### config.mk
export PLATFORM = sky130hd
export DESIGN_NAME = capture_input_conditioner
export DESIGN_NICKNAME = d
export VERILOG_FILES = /design/src/rtl/capture_pkg.sv /design/src/rtl/input_edge_lane.sv /design/src/rtl/capture_input_conditioner.sv
export SDC_FILE = /design/constraint.sdc
export NUM_CORES = 1
export LEC_CHECK = 0
export ABC_AREA = 1
export BUFFER_PORTS_ARGS = -buffer_cell sky130_fd_sc_hd__buf_4
export CAP_MARGIN = 20
export CORE_UTILIZATION = 45
export CTS_CLUSTER_SIZE = 40
export DETAILED_ROUTE_END_ITERATION = 12
export GPL_TIMING_DRIVEN = 0
export PLACE_DENSITY_LB_ADDON = 0.12
export SKIP_CTS_REPAIR_TIMING = 1
export SYNTH_ARGS = -nofsm -noshare
export SYNTH_HDL_FRONTEND = slang
export SYNTH_SLANG_ARGS = --single-unit
### constraint.sdc
create_clock -name clk_i -period 1.2 [get_ports clk_i]
set_clock_uncertainty 0.1 [all_clocks]
set_input_delay 0.12 -clock clk_i [delete_from_list [all_inputs] [get_ports clk_i]]
set_output_delay 0.12 -clock clk_i [all_outputs]
set_load 0.01 [all_outputs]
### src/rtl/capture_pkg.sv
// capture_pkg
//   Shared definitions for the capture input conditioning path.
//   - Group indices used to pack the start / capture / capture-reset lanes.
//   - cnt_width(): width of a glitch-filter counter for a given filter length.
package capture_pkg;

  localparam int GRP_START       = 0;
  localparam int GRP_CAPTURE     = 1;
  localparam int GRP_RST_CAPTURE = 2;
  localparam int NB_GROUPS       = 3;

  // Counter must hold 0..filter_len-1; never narrower than one bit.
  function automatic int cnt_width(input int filter_len);
    return (filter_len <= 1) ? 1 : $clog2(filter_len);
  endfunction

endpackage

### src/rtl/input_edge_lane.sv
// input_edge_lane
//   One conditioning lane: synchronizer, stable-count glitch filter and
//   registered rising-edge detector.
//   Ports:
//     clk_i     system clock
//     rst_an_i  asynchronous active-low reset (clears everything)
//     rst_i     synchronous active-high reset (clears filter and edge output,
//               synchronizer keeps sampling)
//     in_i      raw asynchronous input
//     level_o   filtered level
//     rising_o  one-cycle pulse, high in the cycle after level goes 0->1
module input_edge_lane
  import capture_pkg::*;
#(
  parameter int SYNC_STAGES = 2,
  parameter int FILTER_LEN  = 4
) (
  input  logic clk_i,
  input  logic rst_an_i,
  input  logic rst_i,
  input  logic in_i,
  output logic level_o,
  output logic rising_o
);

  localparam int              CNT_W   = cnt_width(FILTER_LEN);
  localparam logic [CNT_W-1:0] CNT_MAX = CNT_W'(FILTER_LEN - 1);

  logic [SYNC_STAGES-1:0] sync_q, sync_d;
  logic                   sync_s;
  logic                   level_q, level_d;
  logic [CNT_W-1:0]       cnt_q, cnt_d;
  logic                   rising_q, rising_d;

  always_comb begin
    sync_d = {sync_q[SYNC_STAGES-2:0], in_i};
  end

  assign sync_s = sync_q[SYNC_STAGES-1];

  // The rising pulse is produced on the same edge that accepts the new level,
  // so level_o and rising_o rise together.
  always_comb begin
    level_d  = level_q;
    cnt_d    = cnt_q;
    rising_d = 1'b0;
    if (rst_i) begin
      level_d = 1'b0;
      cnt_d   = '0;
    end else if (sync_s == level_q) begin
      // Any sample matching the current level restarts the stability count.
      cnt_d = '0;
    end else if (cnt_q == CNT_MAX) begin
      level_d  = sync_s;
      cnt_d    = '0;
      rising_d = sync_s;
    end else begin
      cnt_d = cnt_q + CNT_W'(1);
    end
  end

  always_ff @(posedge clk_i or negedge rst_an_i) begin
    if (!rst_an_i) begin
      sync_q   <= '0;
      level_q  <= 1'b0;
      cnt_q    <= '0;
      rising_q <= 1'b0;
    end else begin
      sync_q   <= sync_d;
      level_q  <= level_d;
      cnt_q    <= cnt_d;
      rising_q <= rising_d;
    end
  end

  assign level_o  = level_q;
  assign rising_o = rising_q;

endmodule

### src/rtl/capture_input_conditioner.sv
// capture_input_conditioner
//   Turns raw asynchronous start / capture / capture-reset inputs into clean
//   single-cycle rising-edge pulses for the capture FSM.
//   Ports:
//     clk_i, rst_an_i (async, active-low), rst_i (sync, active-high)
//     start_in_i, capture_in_i, rst_capture_in_i      raw inputs, NB_CAPTURES each
//     start_in_rising_o, capture_in_rising_o,
//     rst_capture_in_rising_o                         rising pulses, NB_CAPTURES each
//     level_o   filtered levels packed {rst_capture, capture, start};
//               channel i of group g at bit g*NB_CAPTURES+i
module capture_input_conditioner
  import capture_pkg::*;
#(
  parameter int NB_CAPTURES = 10,
  parameter int SYNC_STAGES = 2,
  parameter int FILTER_LEN  = 4
) (
  input  logic                             clk_i,
  input  logic                             rst_an_i,
  input  logic                             rst_i,
  input  logic [NB_CAPTURES-1:0]           start_in_i,
  input  logic [NB_CAPTURES-1:0]           capture_in_i,
  input  logic [NB_CAPTURES-1:0]           rst_capture_in_i,
  output logic [NB_CAPTURES-1:0]           start_in_rising_o,
  output logic [NB_CAPTURES-1:0]           capture_in_rising_o,
  output logic [NB_CAPTURES-1:0]           rst_capture_in_rising_o,
  output logic [NB_GROUPS*NB_CAPTURES-1:0] level_o
);

  localparam int NB_LANES = NB_GROUPS * NB_CAPTURES;

  logic [NB_LANES-1:0] in_all;
  logic [NB_LANES-1:0] level_all;
  logic [NB_LANES-1:0] rising_all;

  assign in_all[GRP_START*NB_CAPTURES       +: NB_CAPTURES] = start_in_i;
  assign in_all[GRP_CAPTURE*NB_CAPTURES     +: NB_CAPTURES] = capture_in_i;
  assign in_all[GRP_RST_CAPTURE*NB_CAPTURES +: NB_CAPTURES] = rst_capture_in_i;

  for (genvar l = 0; l < NB_LANES; l++) begin : g_lane
    input_edge_lane #(
      .SYNC_STAGES (SYNC_STAGES),
      .FILTER_LEN  (FILTER_LEN)
    ) u_lane (
      .clk_i    (clk_i),
      .rst_an_i (rst_an_i),
      .rst_i    (rst_i),
      .in_i     (in_all[l]),
      .level_o  (level_all[l]),
      .rising_o (rising_all[l])
    );
  end

  assign start_in_rising_o       = rising_all[GRP_START*NB_CAPTURES       +: NB_CAPTURES];
  assign capture_in_rising_o     = rising_all[GRP_CAPTURE*NB_CAPTURES     +: NB_CAPTURES];
  assign rst_capture_in_rising_o = rising_all[GRP_RST_CAPTURE*NB_CAPTURES +: NB_CAPTURES];
  assign level_o                 = level_all;

endmodule

### Word level (Yosys, flattened, before mapping)

Cells that the tools add are included.

* add/subtract/negate cells: 30
* equal/unequal tests: 90
* mux-type cells: 270
* reduce and logical (&&, ||, !) cells: 60

Operator list (number)
* $mux 1: 180
* $mux 2: 90
* $add 2x1->2 const B: 30
* $eq 2x2->1 const B: 30
* $ne 2x2->1 const B: 30
* $reduce_and 2->1: 30
* $reduce_bool 2->1: 30
* $eq 1x1->1: 30

* register bits: 180
* input port bits: 33
* output and inout port bits: 60
* word-level logic and storage cells: 570

### Logic depth before layout (Yosys ltp)

* word-level depth: 4
* gate-level depth with buffers: 5
* gate-level depth less buffers: 4

### Hierarchy

From an unflattened synthesis, not the netlist that was laid out.

* cells, all modules: 690
* area, all modules: 6718.9 um2

By module, submodules not included
* input_edge_lane: times used 30, cells an instance 23, area an instance 224.0 um2, seq. area each 150.1 um2

### Least setup slack after synthesis

OpenSTA, ideal clock, no wires.

* path kind: register to register
* start point: reg g_lane[16].u_lane.cnt_q[0]
* end point: reg g_lane[16].u_lane.cnt_q[0]
* setup time: 71 ps
* arrival: 820 ps
* required time: 1029 ps
* slack: 209 ps
* stages on the path, launching flop included: 5
* buffers on the path: 0
* period minus slack after synthesis: 991 ps
* cells stage by stage: dfrtp_1 ha_1 nor2_4 nand2_1 nor2_1

* cells in the longest elaborated chain, start to end: 4
* elaborated cells on any way between the ends: 5
* those cells by class: add/sub (1); eq/ne (1); mux (3)

Ends and longest elaborated chain
* start, declared: line input_edge_lane.sv:32 `logic [CNT_W-1:0] cnt_q, cnt_d;`
* start signal, assigned: line input_edge_lane.sv:71 `cnt_q <= cnt_d;`
* $add 2x1->2 or $eq 2x2->1 (tied branches): line input_edge_lane.sv:58, input_edge_lane.sv:53
* $mux 2 *: line input_edge_lane.sv:53 `end else if (cnt_q == CNT_MAX) begin`
* $mux 2 *: line input_edge_lane.sv:50 `end else if (sync_s == level_q) begin`
* $mux 2 *: line input_edge_lane.sv:47 `if (rst_i) begin`
* named net g_lane[16].u_lane.cnt_d[0]: line input_edge_lane.sv:32

The timed path passes the listed nets; every way through them passes the cells marked *.
A chain may end at the register's enable or synchronous reset.

### Worst setup path in the final report

* start point: reg g_lane[23].u_lane.level_q
* end point: out level_o[23]

RTL lines
* start, declared: line input_edge_lane.sv:31 `logic level_q, level_d;`
* start signal, assigned: line input_edge_lane.sv:70 `level_q <= level_d;`
* end, declared: line capture_input_conditioner.sv:27 `output logic [NB_GROUPS*NB_CAPTURES-1:0] level_o`

No word-level cell between the ends.

==> impl_metrics.ini <==
[die]
rows = 45
io_pins = 93
core_mm2 = 0.0154
fp.dieH_um = 128
dieArea_mm2 = 0.0165
die_w_um = 128
start_util = 0.468

[placement]
post-place-ws_ns = 0.0344
placedCellCount = 1041
portBuffers = 92
routabilityCongestion = 0.715
detailed_place_hpwl_um = 8340

[grt]
grt_start_max_net_pins = 101
grtUsageTotal = 0.171
grt_pass1_vias = 4879
grt_overflow = 0
grt_pass1_wl_um = 21500
antenna_found_initial = 0

[layout]
drive_above_1_share = 0.215
antenna_cells = 0
layout_common_cells = nand2_1 (210), dfrtp_1 (177), nor2_1 (120)
layout_commonest_cell = nand2_1
fin_nets = 926
syn2layout_area_growth_pct = 27.8
stdcell_count = 1087

[yosys]
netlist_instances = 737
yosys_warnings = 0
ys_seq_area_frac = 0.626
synth-seq-cells = 180
avgSynthCellArea_um2 = 9.76
ys_types = 11
synth_nets = 800
syn-cell-area_mm2 = 0.00719

[power]
p_sw_w = 0.00271
power.total_w = 0.0126
power_frac_clock = 0.436
combPwrFrac = 0.060
leakage_nw = 5.10
p_int_w = 0.00994
peakVddDrop_uv = 1130
seqPwrFrac = 0.505
power.density_mw_per_mm2 = 1380
netSwitchingFraction = 0.214

[run_status]
status = finished, violations left
violations = hold timing, setup timing

[route]
viasPerCell = 4.47
wirelength_um = 13200
dr.pass1.iters = 4
wl_per_cell_um = 12.1
drcViolationCount = 0
drt_iter0_markers = 207
num_vias = 4864
drtAntennaViolNets = 0

[clocking]
clkSinkCount = 180
cts-root-buf = clkbuf_16
clock_latency_ns = 0.43
clkSlewWorstSetupHoldPaths_ns = 0.06
cts_buffers = 17
cts_tree = built
ctsLongestPathBuffers = 2
htreeDepth = 4

[setup_path]
r2r_slack_ns = 0.07
path_delay_family = flip-flops
reg2reg_to = g_lane[26].u_lane.cnt_q[0]
crit_arrival_ns = 1.01
crit_slowest_cell = dfrtp_1
r2r-start = g_lane[26].u_lane.cnt_q[0]
path_class = flip-flop to primary output
crit_buf_inv = 1
required_ns = 0.98
r2r_cells = 4
max_stage_delay_ns = 0.44
worstSetupStartpointType = flip-flop
cp-end-kind = primary output
crit_chain = buf_6
worst-path-max-fanout = 5

[timing]
rsz0062_at_grt = true
min_period_ns = 1.23
setup_ws_ns = -0.0277
drv_slew = 0
finalHoldViolCount = 80
setup_viol = 3
period_share = 1.02
slew_headroom = 0.602
whs_ns = -0.440
max_freq_ghz = 0.815
worst_pin_slew_ns = 0.596

[run]
cap_violations = 0

[hold_path]
hold_path_class = input port to async pin
[layout make-up]
| cell class | count | area, um2 |
|---|---|---|
| plain buffers | 10 | 77.6 |
| clock buffers | 24 | 502 |
| clock inverters | 8 | 97.6 |
| fillers | 1226 | 6180 |
| inverters | 90 | 338 |
| multi-input cells | 397 | 1830 |
| flip-flops and latches | 180 | 4510 |
| well taps | 211 | 264 |
| repair buffers | 167 | 1570 |
[through the flow]
stage	utilization	setup TNS, ns	area [um2]	hold slack [ns]
floorplan	-	0	7190	-0.276
global placement	0.530	-199.82	8150	0.129
detailed placement	0.532	0	8180	0.0441
CTS	0.571	-7.28	8780	-0.411
global route	0.598	-0.639	9190	-0.406
finish	0.598	-0.0717	9190	-0.440
[synthesized netlist by cell type]
library cell  instances  area share
buf_2                 5      0.0035
buf_4                61       0.064
inv_1                89       0.046
ha_1                 30       0.052
nor2_4                4      0.0063
buf_6                 4      0.0063
nor2_1              123       0.064
nand2_1             210        0.11
nand3_1              30       0.021
dfrtp_1             180        0.63
inv_2                 1     0.00052
[how the worst max path moves through the flow]
stage | end | cells after the start | start
6_report | level_o[23] | 1 | g_lane[23].u_lane.level_o
5_1_grt | level_o[23] | 1 | g_lane[23].u_lane.level_o
4_1_cts | level_o[17] | 2 | g_lane[17].u_lane.level_o
3_5_place_dp | g_lane[12].u_lane.rising_o | 2 | rst_an_i
3_3_place_gp | g_lane[12].u_lane.rising_o | 1 | rst_an_i
2_1_floorplan | g_lane[16].u_lane.cnt_q[0] | 4 | g_lane[16].u_lane.cnt_q[0]
[cells by family (layout without fill, tap and decap cells)]
family | Yosys count | in the layout | synth area share
adder cells (fa/ha/maj) | 30 | 30 | 0.0522
buffers and inverters | 160 | 299 | 0.120
flip-flops | 180 | 180 | 0.626
AND/OR/NAND/NOR | 367 | 367 | 0.201
[registers in the layout, indices dropped and copies added (netlist names)]
register                flops
g_lane.u_lane.sync_q       60
g_lane.u_lane.cnt_q        60
g_lane.u_lane.level_o      30
g_lane.u_lane.rising_o     30
[per-layer routing]
metal,GRT usage,vias up,share of wire
li1,-,2398,-
met1,0.187,2342,0.41
met2,0.307,99,0.53
met3,0.0470,25,0.035
met4,0.0824,0,0.020
met5,0,-,0
[power by group through the flow]
| stage | clock (W) | combinational, W | sequential [W] |
|---|---|---|---|
| floorplan | 0 | 0.000349 | 0.00647 |
| CTS | 0.00568 | 0.000687 | 0.00638 |
| global route | 0.00594 | 0.000875 | 0.00640 |
| detailed placement | 0 | 0.000680 | 0.00649 |
| global placement | 0 | 0.000631 | 0.00648 |
| finish | 0.00551 | 0.000754 | 0.00638 |
No activity file was read; power rests on OpenSTA's default activity.
